File: src/rtl/traffic_phase_timer.sv
// traffic_phase_timer - two-road traffic light phase sequencer with a BCD seconds countdown and night flash mode.
module traffic_phase_timer #(
  parameter int CLK_FREQ   = 50_000_000,
  parameter int GREEN_SEC  = 25,
  parameter int YELLOW_SEC = 5
) (
  input  logic       clk_50m,
  input  logic       rst,
  input  logic       night_en,
  output logic [2:0] ns_led,
  output logic [2:0] ew_led,
  output logic [7:0] data,
  output logic       sec_tick
);

  localparam int PW = (CLK_FREQ > 1) ? $clog2(CLK_FREQ) : 1;
  localparam logic [PW-1:0] PRESC_TOP  = PW'(CLK_FREQ - 1);
  localparam logic [7:0]    GREEN_BCD  = {4'(GREEN_SEC / 10), 4'(GREEN_SEC % 10)};
  localparam logic [7:0]    YELLOW_BCD = {4'(YELLOW_SEC / 10), 4'(YELLOW_SEC % 10)};

  typedef enum logic [2:0] {
    NS_GREEN  = 3'd0,
    NS_YELLOW = 3'd1,
    EW_GREEN  = 3'd2,
    EW_YELLOW = 3'd3,
    FLASH     = 3'd4
  } state_t;

  state_t        state_q, state_d;
  logic [PW-1:0] presc_q, presc_d;
  logic [7:0]    data_q, data_d;
  logic [2:0]    ns_led_q, ns_led_d;
  logic [2:0]    ew_led_q, ew_led_d;
  logic          sec_tick_q, sec_tick_d;
  logic          tick;
  state_t        next_phase;

  function automatic logic [5:0] lamps_for(input state_t s);
    case (s)
      NS_YELLOW: lamps_for = {3'b010, 3'b100};
      EW_GREEN:  lamps_for = {3'b100, 3'b001};
      EW_YELLOW: lamps_for = {3'b100, 3'b010};
      default:   lamps_for = {3'b001, 3'b100};
    endcase
  endfunction

  function automatic logic [7:0] bcd_dec(input logic [7:0] v);
    if (v[3:0] == 4'd0) bcd_dec = {v[7:4] - 4'd1, 4'd9};
    else                bcd_dec = {v[7:4], v[3:0] - 4'd1};
  endfunction

  assign tick = (presc_q == PRESC_TOP);

  always_comb begin
    next_phase = NS_GREEN;
    case (state_q)
      NS_GREEN:  next_phase = NS_YELLOW;
      NS_YELLOW: next_phase = EW_GREEN;
      EW_GREEN:  next_phase = EW_YELLOW;
      default:   next_phase = NS_GREEN;
    endcase
  end

  always_comb begin
    state_d    = state_q;
    presc_d    = tick ? '0 : presc_q + PW'(1);
    data_d     = data_q;
    ns_led_d   = ns_led_q;
    ew_led_d   = ew_led_q;
    sec_tick_d = tick;
    case (state_q)
      NS_GREEN, NS_YELLOW, EW_GREEN, EW_YELLOW: begin
        // Night mode takes priority over any decrement or phase advance on this edge.
        if (night_en) begin
          state_d  = FLASH;
          presc_d  = '0;
          data_d   = 8'h00;
          ns_led_d = 3'b010;
          ew_led_d = 3'b010;
        end else if (tick) begin
          if (data_q == 8'h01) begin
            state_d              = next_phase;
            data_d               = (next_phase == NS_YELLOW || next_phase == EW_YELLOW)
                                   ? YELLOW_BCD : GREEN_BCD;
            {ns_led_d, ew_led_d} = lamps_for(next_phase);
          end else begin
            data_d = bcd_dec(data_q);
          end
        end
      end
      FLASH: begin
        if (!night_en) begin
          state_d              = NS_GREEN;
          presc_d              = '0;
          data_d               = GREEN_BCD;
          {ns_led_d, ew_led_d} = lamps_for(NS_GREEN);
        end else if (tick) begin
          ns_led_d = {1'b0, ~ns_led_q[1], 1'b0};
          ew_led_d = {1'b0, ~ns_led_q[1], 1'b0};
        end
      end
      default: begin
        state_d              = NS_GREEN;
        presc_d              = '0;
        data_d               = GREEN_BCD;
        {ns_led_d, ew_led_d} = lamps_for(NS_GREEN);
        sec_tick_d           = 1'b0;
      end
    endcase
  end

  always_ff @(posedge clk_50m or posedge rst) begin
    if (rst) begin
      state_q    <= NS_GREEN;
      presc_q    <= '0;
      data_q     <= GREEN_BCD;
      ns_led_q   <= 3'b001;
      ew_led_q   <= 3'b100;
      sec_tick_q <= 1'b0;
    end else begin
      state_q    <= state_d;
      presc_q    <= presc_d;
      data_q     <= data_d;
      ns_led_q   <= ns_led_d;
      ew_led_q   <= ew_led_d;
      sec_tick_q <= sec_tick_d;
    end
  end

  assign ns_led   = ns_led_q;
  assign ew_led   = ew_led_q;
  assign data     = data_q;
  assign sec_tick = sec_tick_q;

endmodule
File: config.mk
export PLATFORM = sky130hd
export DESIGN_NAME = traffic_phase_timer
export DESIGN_NICKNAME = d
export VERILOG_FILES = /design/src/rtl/traffic_phase_timer.sv
export SDC_FILE = /design/constraint.sdc
export NUM_CORES = 1
export LEC_CHECK = 0
export CORE_MARGIN = 4
export CORE_UTILIZATION = 58
export CTS_BUF_LIST = sky130_fd_sc_hd__clkbuf_8 sky130_fd_sc_hd__clkbuf_16
export DETAILED_ROUTE_END_ITERATION = 8
export PLACE_DENSITY = 0.79
export REMOVE_ABC_BUFFERS = 1
export SKIP_LAST_GASP = 1
export SLEW_MARGIN = 10
export SYNTH_ARGS = -nofsm -noshare
export SYNTH_HDL_FRONTEND = slang
export SYNTH_SLANG_ARGS = --single-unit
File: constraint.sdc
create_clock -name clk_50m -period 3.1 [get_ports clk_50m]
set_clock_uncertainty 0.15 [all_clocks]
set_input_delay 0.62 -clock clk_50m [delete_from_list [all_inputs] [get_ports clk_50m]]
set_output_delay 0.62 -clock clk_50m [all_outputs]
set_load 0.02 [all_outputs]
# Word level (Yosys, flattened, before mapping)
# Index checks and enable logic that the tools add are counted.
# classes
add_sub_neg	3
n_mul	0
div_mod_pow	0
order_cmp	0
eq_ne	14
n_shift	0
mux	30
bitwise_logic	1
reduce_logical	9
# ops
op	n
26-bit 2-to-1 mux	3
26-bit case mux with 2 select lines	1
8-bit 2-to-1 mux	5
3-bit 2-to-1 mux	13
26-bit by 1-bit adder with 26-bit output (second input constant)	1
26-bit equality test (second input constant)	1
3-bit case mux with 2 select lines	3
6-bit case mux with 3 select lines	1
8-bit case mux with 2 select lines	1
3-bit by 2-bit equality test with 1-bit output (second input constant)	4
3-bit != test (second input constant)	3
3-bit AND reduction	3
8-bit by 1-bit equality test with 1-bit output (second input constant)	1
4-bit by 1-bit subtractor with 4-bit output (second input constant)	2
3-bit by 1-bit equality test with 1-bit output (second input constant)	2
6-bit 2-to-1 mux	1
2-bit case mux with 3 select lines	1
5-bit OR reduction	1
4-bit zero test	1
4-bit != test (second input constant)	1
4-bit OR reduction	1
3-bit equality test (second input constant)	1
3-bit zero test	1
2-bit != test (second input constant)	1
other kinds (4)	4
# totals
reg_bits	44
latch_bits	0
ramBits	0
mem_bits_ro	0
output_inout_bits	15
elab_cells	64
memories	0

# Longest topological paths before layout
# Gate-level depths: netlist (run 1).
# depth
depth_word	9
mapped_depth	7

# Worst setup path before layout (run 1)
# No wires, ideal clock.
# synth_path
path_type	reg2reg
startpoint	register presc_q[0]
endpoint	register ew_led_q[0] (netlist: ew_led[0])
arrival_time_ns	2.065
t_required_ns	2.825
slack_ns	0.760
stages_incl_launch_ff	7
path_buffers	0
period_less_slack_ns	2.340
cell_sequence	dfrtp_1 > ha_1 > nand4_2 > or4_4 > nor3_4 > o22ai_4 > mux2_4
# synth_via
elab_chain_cells	3
word_cells_on_any_way	4
# synth_rtl
item	line	rtl
from (decl)	30	logic [PW-1:0] presc_q, presc_d;
from (signal assigned)	122	presc_q <= presc_d;
26-bit equality test *	52	assign tick = (presc_q == PRESC_TOP);
3-bit != test (no line)	--	
3-bit AND reduction (no line) *	--	
to (signal assigned)	125	ew_led_q <= ew_led_d;
to (decl)	33	logic [2:0] ew_led_q, ew_led_d;
# Mark *: on every way between the ends. The rest lies on a longest branch, timed or not.
# A chain may end at the register's enable or synchronous reset.

# Final worst setup path (run 1)
# layout_path
startpoint	register presc_q[0]
endpoint	register ew_led_q[1] (netlist: ew_led[1])
# Same word-level chain as after synthesis.

==> flow_summary.json, run 1 <==
{
  "status": "finished clean",
  "worstMarginPinSlew_ps": 910.0,
  "synthDistinctLibCells": 45,
  "slew-limit-headroom": 0.3896,
  "grt_pass1_wl_um": 9059,
  "drt_iter0_drc": 130,
  "final_util": 0.6824,
  "viasPerCell": 5.964,
  "ys_ff_latch": 44,
  "clk_latency_ps": 290,
  "hold_violations": 0,
  "synth_ff_type": "dfrtp_1",
  "cts.root.buffer_cell": "clkbuf_8",
  "worst_r2r_endpoint": "ew_led[1]",
  "rr_worst_depth": 6,
  "synth.top_cells.by_area": "dfrtp_1 39%, nor2_1 6.1%, xor2_1 6.0%",
  "p_per_area_nw_per_um2": 415.2,
  "ctsResizeCount": 0,
  "die_width_um": 73.27,
  "place_ws_ps": 579.3,
  "post-synth-top-area-cell": "dfrtp_1",
  "fmax_mhz": 398.0,
  "ios": 18,
  "clockBufferDepth": 2,
  "netlist_area_um2": 2471,
  "start_util": 0.6090,
  "antenna_cells": 0,
  "gp_congestion": 0.9108,
  "drv_slew": 0,
  "async_reset_ff_frac": 1.000,
  "wire_per_inst_um": 15.65,
  "ant_nets": 0,
  "synth_edf_count": 0,
  "htreeDepth": 2,
  "p_leak_nw": 1.170,
  "r2r-start": "presc_q[0]",
  "hold_buffers": 0,
  "fin_crit_sh": 0.8106,
  "totalPowerFinal_mw": 1.150,
  "r2r_setup_slack_ps": 590,
  "setup_violations": 0,
  "fin_nets": 288,
  "drc": 0,
  "worst_setup_path_end_kind": "flip-flop",
  "cp.arrival_ps": 2550,
  "cts_tree": "done",
  "holdPathStages": 1,
  "cap_viol_max_count": 0,
  "final_cell_mix": "40 x nor2_1, 39 x dfrtp_1, 17 x xor2_1, 17 x clkdlybuf4s50_1, 14 x nand3_1",
  "io_buffers": 17,
  "hp-start": "presc_q[0]",
  "holdPathEnd": "presc_q[0]",
  "yosysSeqAreaShare": 0.4481,
  "setup_tns_ps": 0,
  "grt_util_all_layers": 0.2138,
  "antenna_found_initial": 0,
  "yosysWarningCount": 0,
  "fin_crit_ps": 2513,
  "area_growth_pct": 12.05,
  "yosys.area.top_type_share": 0.3949,
  "clock-sinks": 44,
  "die_y_um": 73.27,
  "criticalPathCategory": "flip-flop to flip-flop",
  "routed_wl_um": 5164,
  "grt_overflow": 0,
  "grt_max_degree": 27,
  "hold_class": "flip-flop to flip-flop",
  "post_cts_buffers": 0,
  "rsz0062_at_grt": "no",
  "required_ps": 3130,
  "dr.pass1.iters": 4,
  "path_max_fanout": 6,
  "core_region_area_um2": 4058,
  "cts_buffers": 5,
  "worst_ir_drop_vdd_mv": 0.2990,
  "placed_cell_area_um2": 2691,
  "synth_cells": 258,
  "post_synth.cell_area_avg_um2": 9.578,
  "first_global_vias": 1906,
  "fp-row-count": 23,
  "start_kind": "flip-flop",
  "dp_hpwl_um": 3727,
  "setup_slack_ps": 587.2,
  "final_common_cell": "nor2_1",
  "fin_area_um2": 2769,
  "dieArea_um2": 5368,
  "vias": 1968,
  "drive_above_1_share": 0.1036,
  "path_clk_slew_ps": 80
}
==> metrics by stage <==
step / hold slack [ps] / instances
final: 345.0 / 330
after global routing: 376.7 / 330
after CTS: 344.2 / 330
after detailed placement: 333.3 / 323
after global placement: 319.7 / 323
after floorplan: 305.2 / 250
==> critical path, cell delays in order, from the launching register on <==
cell	delay [ps]
dfrtp_1	400
ha_1	230
nand4_2	200
or4_4	620
nor3_4	320
o22ai_4	170
mux2_4	320
==> report_power, final <==
part	internal, mW	switching [mW]	total, mW
sequential	0.602	0.0262	0.628
clock	0.150	0.182	0.332
combinational	0.0800	0.110	0.190
==> cell type report <==
class,instances,area [µm²]
Multi-Input combinational cell,195,1265
Fill cell,330,1289
Clock buffer,5,68.82
Timing Repair Buffer,23,215.2
Tap cell,50,62.56
Clock inverter,2,8.758
Inverter,11,41.29
Sequential cell,44,1107
==> worst max path at each step <==
stage / startpoint / endpoint / slack [ps] / cells past startpoint
final: presc_q[0] / ew_led[1] / 590 / 6
after global routing: presc_q[0] / data[5] / 460 / 6
after CTS: presc_q[0] / ew_led[1] / 570 / 6
after detailed placement: presc_q[0] / ew_led[1] / 580 / 6
after global placement: night_en / data[6] / 620 / 5
after floorplan: presc_q[0] / ew_led[0] / 760 / 6
==> sequential cells by signal (all words and copies together) (netlist names) <==
| register | cells |
|---|---|
| state_q | 3 |
| ns_led | 3 |
| ew_led | 3 |
| data | 8 |
| presc_q | 26 |
| sec_tick | 1 |
==> cell usage after synthesis (2+ instances only) <==
cell type / number
a21oi_1: 11
and2_1: 4
and3_1: 8
and4_1: 3
clkbuf_1: 5
clkbuf_8: 2
dfrtp_1: 39
dfstp_2: 5
ha_1: 5
inv_1: 11
mux2_4: 4
mux2i_1: 3
nand2_1: 13
nand3_1: 14
nand3b_1: 2
nand4_1: 13
nor2_1: 40
nor3_1: 11
nor4_1: 2
nor4b_1: 3
o211ai_1: 5
o21ai_0: 7
o21ai_1: 2
xnor2_1: 9
xor2_1: 17
==> cell families (layout without fill, tap and decap cells) <==
group	count (synthesis)	in the layout	synth area share
AO/OA/AOI/OAI	33	33	0.08760
XOR/XNOR	26	26	0.09215
adder cells (fa/ha/maj)	5	5	0.02532
buffers and inverters	19	41	0.04000
flip-flops	44	44	0.4481
multiplexers	7	7	0.03646
AND/OR/NAND/NOR	124	124	0.2704
==> metal layers <==
metal | global-route usage | up-vias | routed length [µm]
li1 | - | 961 | -
met1 | 0.3037 | 950 | 2400
met2 | 0.3208 | 47 | 2427
met3 | 0.04788 | 10 | 233
met4 | 0.07582 | 0 | 104
met5 | 0 | - | 0
No activity file was read; power rests on OpenSTA's default activity.
==> run 2: changes to the inputs <==
CORE_UTILIZATION = 53   (was 58)
PLACE_DENSITY = 0.76   (was 0.79)
clock period = 2 ns   (was 3.1 ns; I/O delays follow)
==> run 2 against run 1 <==
Sequential power up 54%. Core utilization up 7.0 points. First-iteration DRC count up 69%. Register-to-register slack worse by 770 ps. Clock-buffer cell count up 1. Via count up 15%. Critical path type unchanged. Cell count up 18%. Sequential cell count unchanged. The flow now finishes with violations (setup timing). Maximum frequency up 15%.
==> flow_summary.json, run 2 (synthesis gave the netlist of run 1 again) <==
{
  "criticalPathCategory": "flip-flop to flip-flop",
  "area_growth_pct": 35.34,
  "required_ps": 2030,
  "path_clk_slew_ps": 90,
  "worst_setup_path_end_kind": "flip-flop",
  "antenna_found_initial": 0,
  "die_y_um": 76.28,
  "dr.pass1.iters": 4,
  "dieArea_um2": 5819,
  "fin_nets": 345,
  "grt_max_degree": 31,
  "violations": "setup timing",
  "cp.arrival_ps": 2210,
  "fp-row-count": 24,
  "hold_violations": 0,
  "drive_above_1_share": 0.2929,
  "cts_tree": "done",
  "hold_class": "input port to async pin",
  "start_kind": "flip-flop",
  "setup_violations": 12,
  "status": "finished, violations left",
  "grt_overflow": 0,
  "cts.root.buffer_cell": "clkbuf_8",
  "rsz0062_at_grt": "yes",
  "antenna_cells": 0,
  "largest_reg_flops": 26,
  "fin_area_um2": 3344,
  "gp_congestion": 0.9062,
  "vias": 2255,
  "worstMarginPinSlew_ps": 575.1,
  "final_util": 0.7525,
  "routed_wl_um": 6191,
  "setup_slack_ps": -178.6,
  "cts_buffers": 5,
  "ant_nets": 0,
  "drc": 0,
  "grt_pass1_wl_um": 10160,
  "final_cell_mix": "58 x buf_4, 40 x nor2_1, 39 x dfrtp_1, 17 x xor2_1, 14 x nand3_1",
  "first_global_vias": 2175,
  "ios": 18,
  "p_leak_nw": 1.534,
  "setup_tns_ps": -1304,
  "placed_cell_area_um2": 3109,
  "totalPowerFinal_mw": 2.087,
  "viasPerCell": 5.782,
  "final_common_cell": "buf_4",
  "worst_ir_drop_vdd_mv": 0.4908,
  "start_util": 0.5560,
  "core_region_area_um2": 4444,
  "slew-limit-headroom": 0.6142,
  "htreeDepth": 2,
  "place_ws_ps": -205.2,
  "fmax_mhz": 459.0,
  "fin_crit_ps": 2179,
  "wire_per_inst_um": 15.87,
  "drt_iter0_drc": 220,
  "fin_crit_sh": 1.089,
  "grt_util_all_layers": 0.2134,
  "die_width_um": 76.28,
  "clk_latency_ps": 300,
  "crit_path_cell_trace": "ha_2 -> nand4_2 -> or4_4 -> nor3_4 -> o22ai_4 -> mux2_4",
  "clockBufferDepth": 2,
  "drv_slew": 0,
  "slowest_stage": "or4_4",
  "top_register": "presc_q",
  "crit_path_max_incr_delay_ps": 610,
  "dp_hpwl_um": 4402,
  "clock-sinks": 44,
  "cap_viol_max_count": 0,
  "p_per_area_nw_per_um2": 624.0,
  "n_fill_cell": 316,
  "path_max_fanout": 5,
  "io_buffers": 17
}
==> run 2: cell types whose count changed in the layout (fill, tap and decap cells not counted), sizes merged <==
cell	before	now
buf	6	63
clkdlybuf4s50	17	12
dlygate4sd2	0	3
dlymetal6s2s	0	2
bufinv	0	1
clkbuf	5	6
inv	11	10
==> run 2: path summary, 6_finish.rpt <==
path                                  from          end  slack, ps  cells after the start
worst max-delay path            presc_q[0]    ew_led[0]       -180                      6
worst max register to register  presc_q[0]    ew_led[0]       -180                      6
worst min-delay path                   rst      data[6]        240                      2
min in group clk_50m             ew_led[1]    ew_led[1]        380                      1
max in group asynchronous              rst  presc_q[12]        960                      3
worst min register to register   ew_led[1]    ew_led[1]        380                      1
==> run 2: timing repair <==
action | 4_1_cts | 5_1_grt
hold buffers | 0 | 0
setup endpoints to repair | 18 | 44
pin swaps | 8 | 8
gates resized for setup | 9 | 15
buffers inserted | 1 | 4
==> run 2: layout make-up <==
type / instances / area (µm²) / area share
clock buffer: 6 / 82.58 / 0.02469
clock inverter: 2 / 38.79 / 0.01160
inverter: 11 / 41.29 / 0.01235
multi-input combinational: 195 / 1329 / 0.3973
sequential: 44 / 1107 / 0.3311
tap: 52 / 65.06 / 0.01945
timing repair buffer: 80 / 680.7 / 0.2035
==> run 2: where the power goes <==
group / internal (mW) / switching (mW)
logic: 0.179 / 0.214
clock network: 0.409 / 0.322
registers: 0.932 / 0.0317
==> run 2: through the flow <==
stage / hold WS [ps] / cells
4_1_cts: 253.7 / 386
3_3_place_gp: 356.5 / 377
3_5_place_dp: 362.0 / 377
2_1_floorplan: 305.2 / 250
6_report: 240.7 / 390
5_1_grt: 281.8 / 390
==> run 2: worst max-delay path, delay by kind of cell (launching register included) <==
family / cells / cell delay (ps)
simple gates: 3 / 890
flops: 1 / 370
mux: 1 / 310
fa+ha+maj: 1 / 200
compound gates: 1 / 140
==> run 2: layer usage <==
layer  global-route usage  routed length (µm)  vias up
li1                     -                   -     1072
met1               0.2717                2602     1075
met2               0.3699                3105       85
met3              0.03428                 297       23
met4              0.06884                 185        0
met5                    0                   0        -
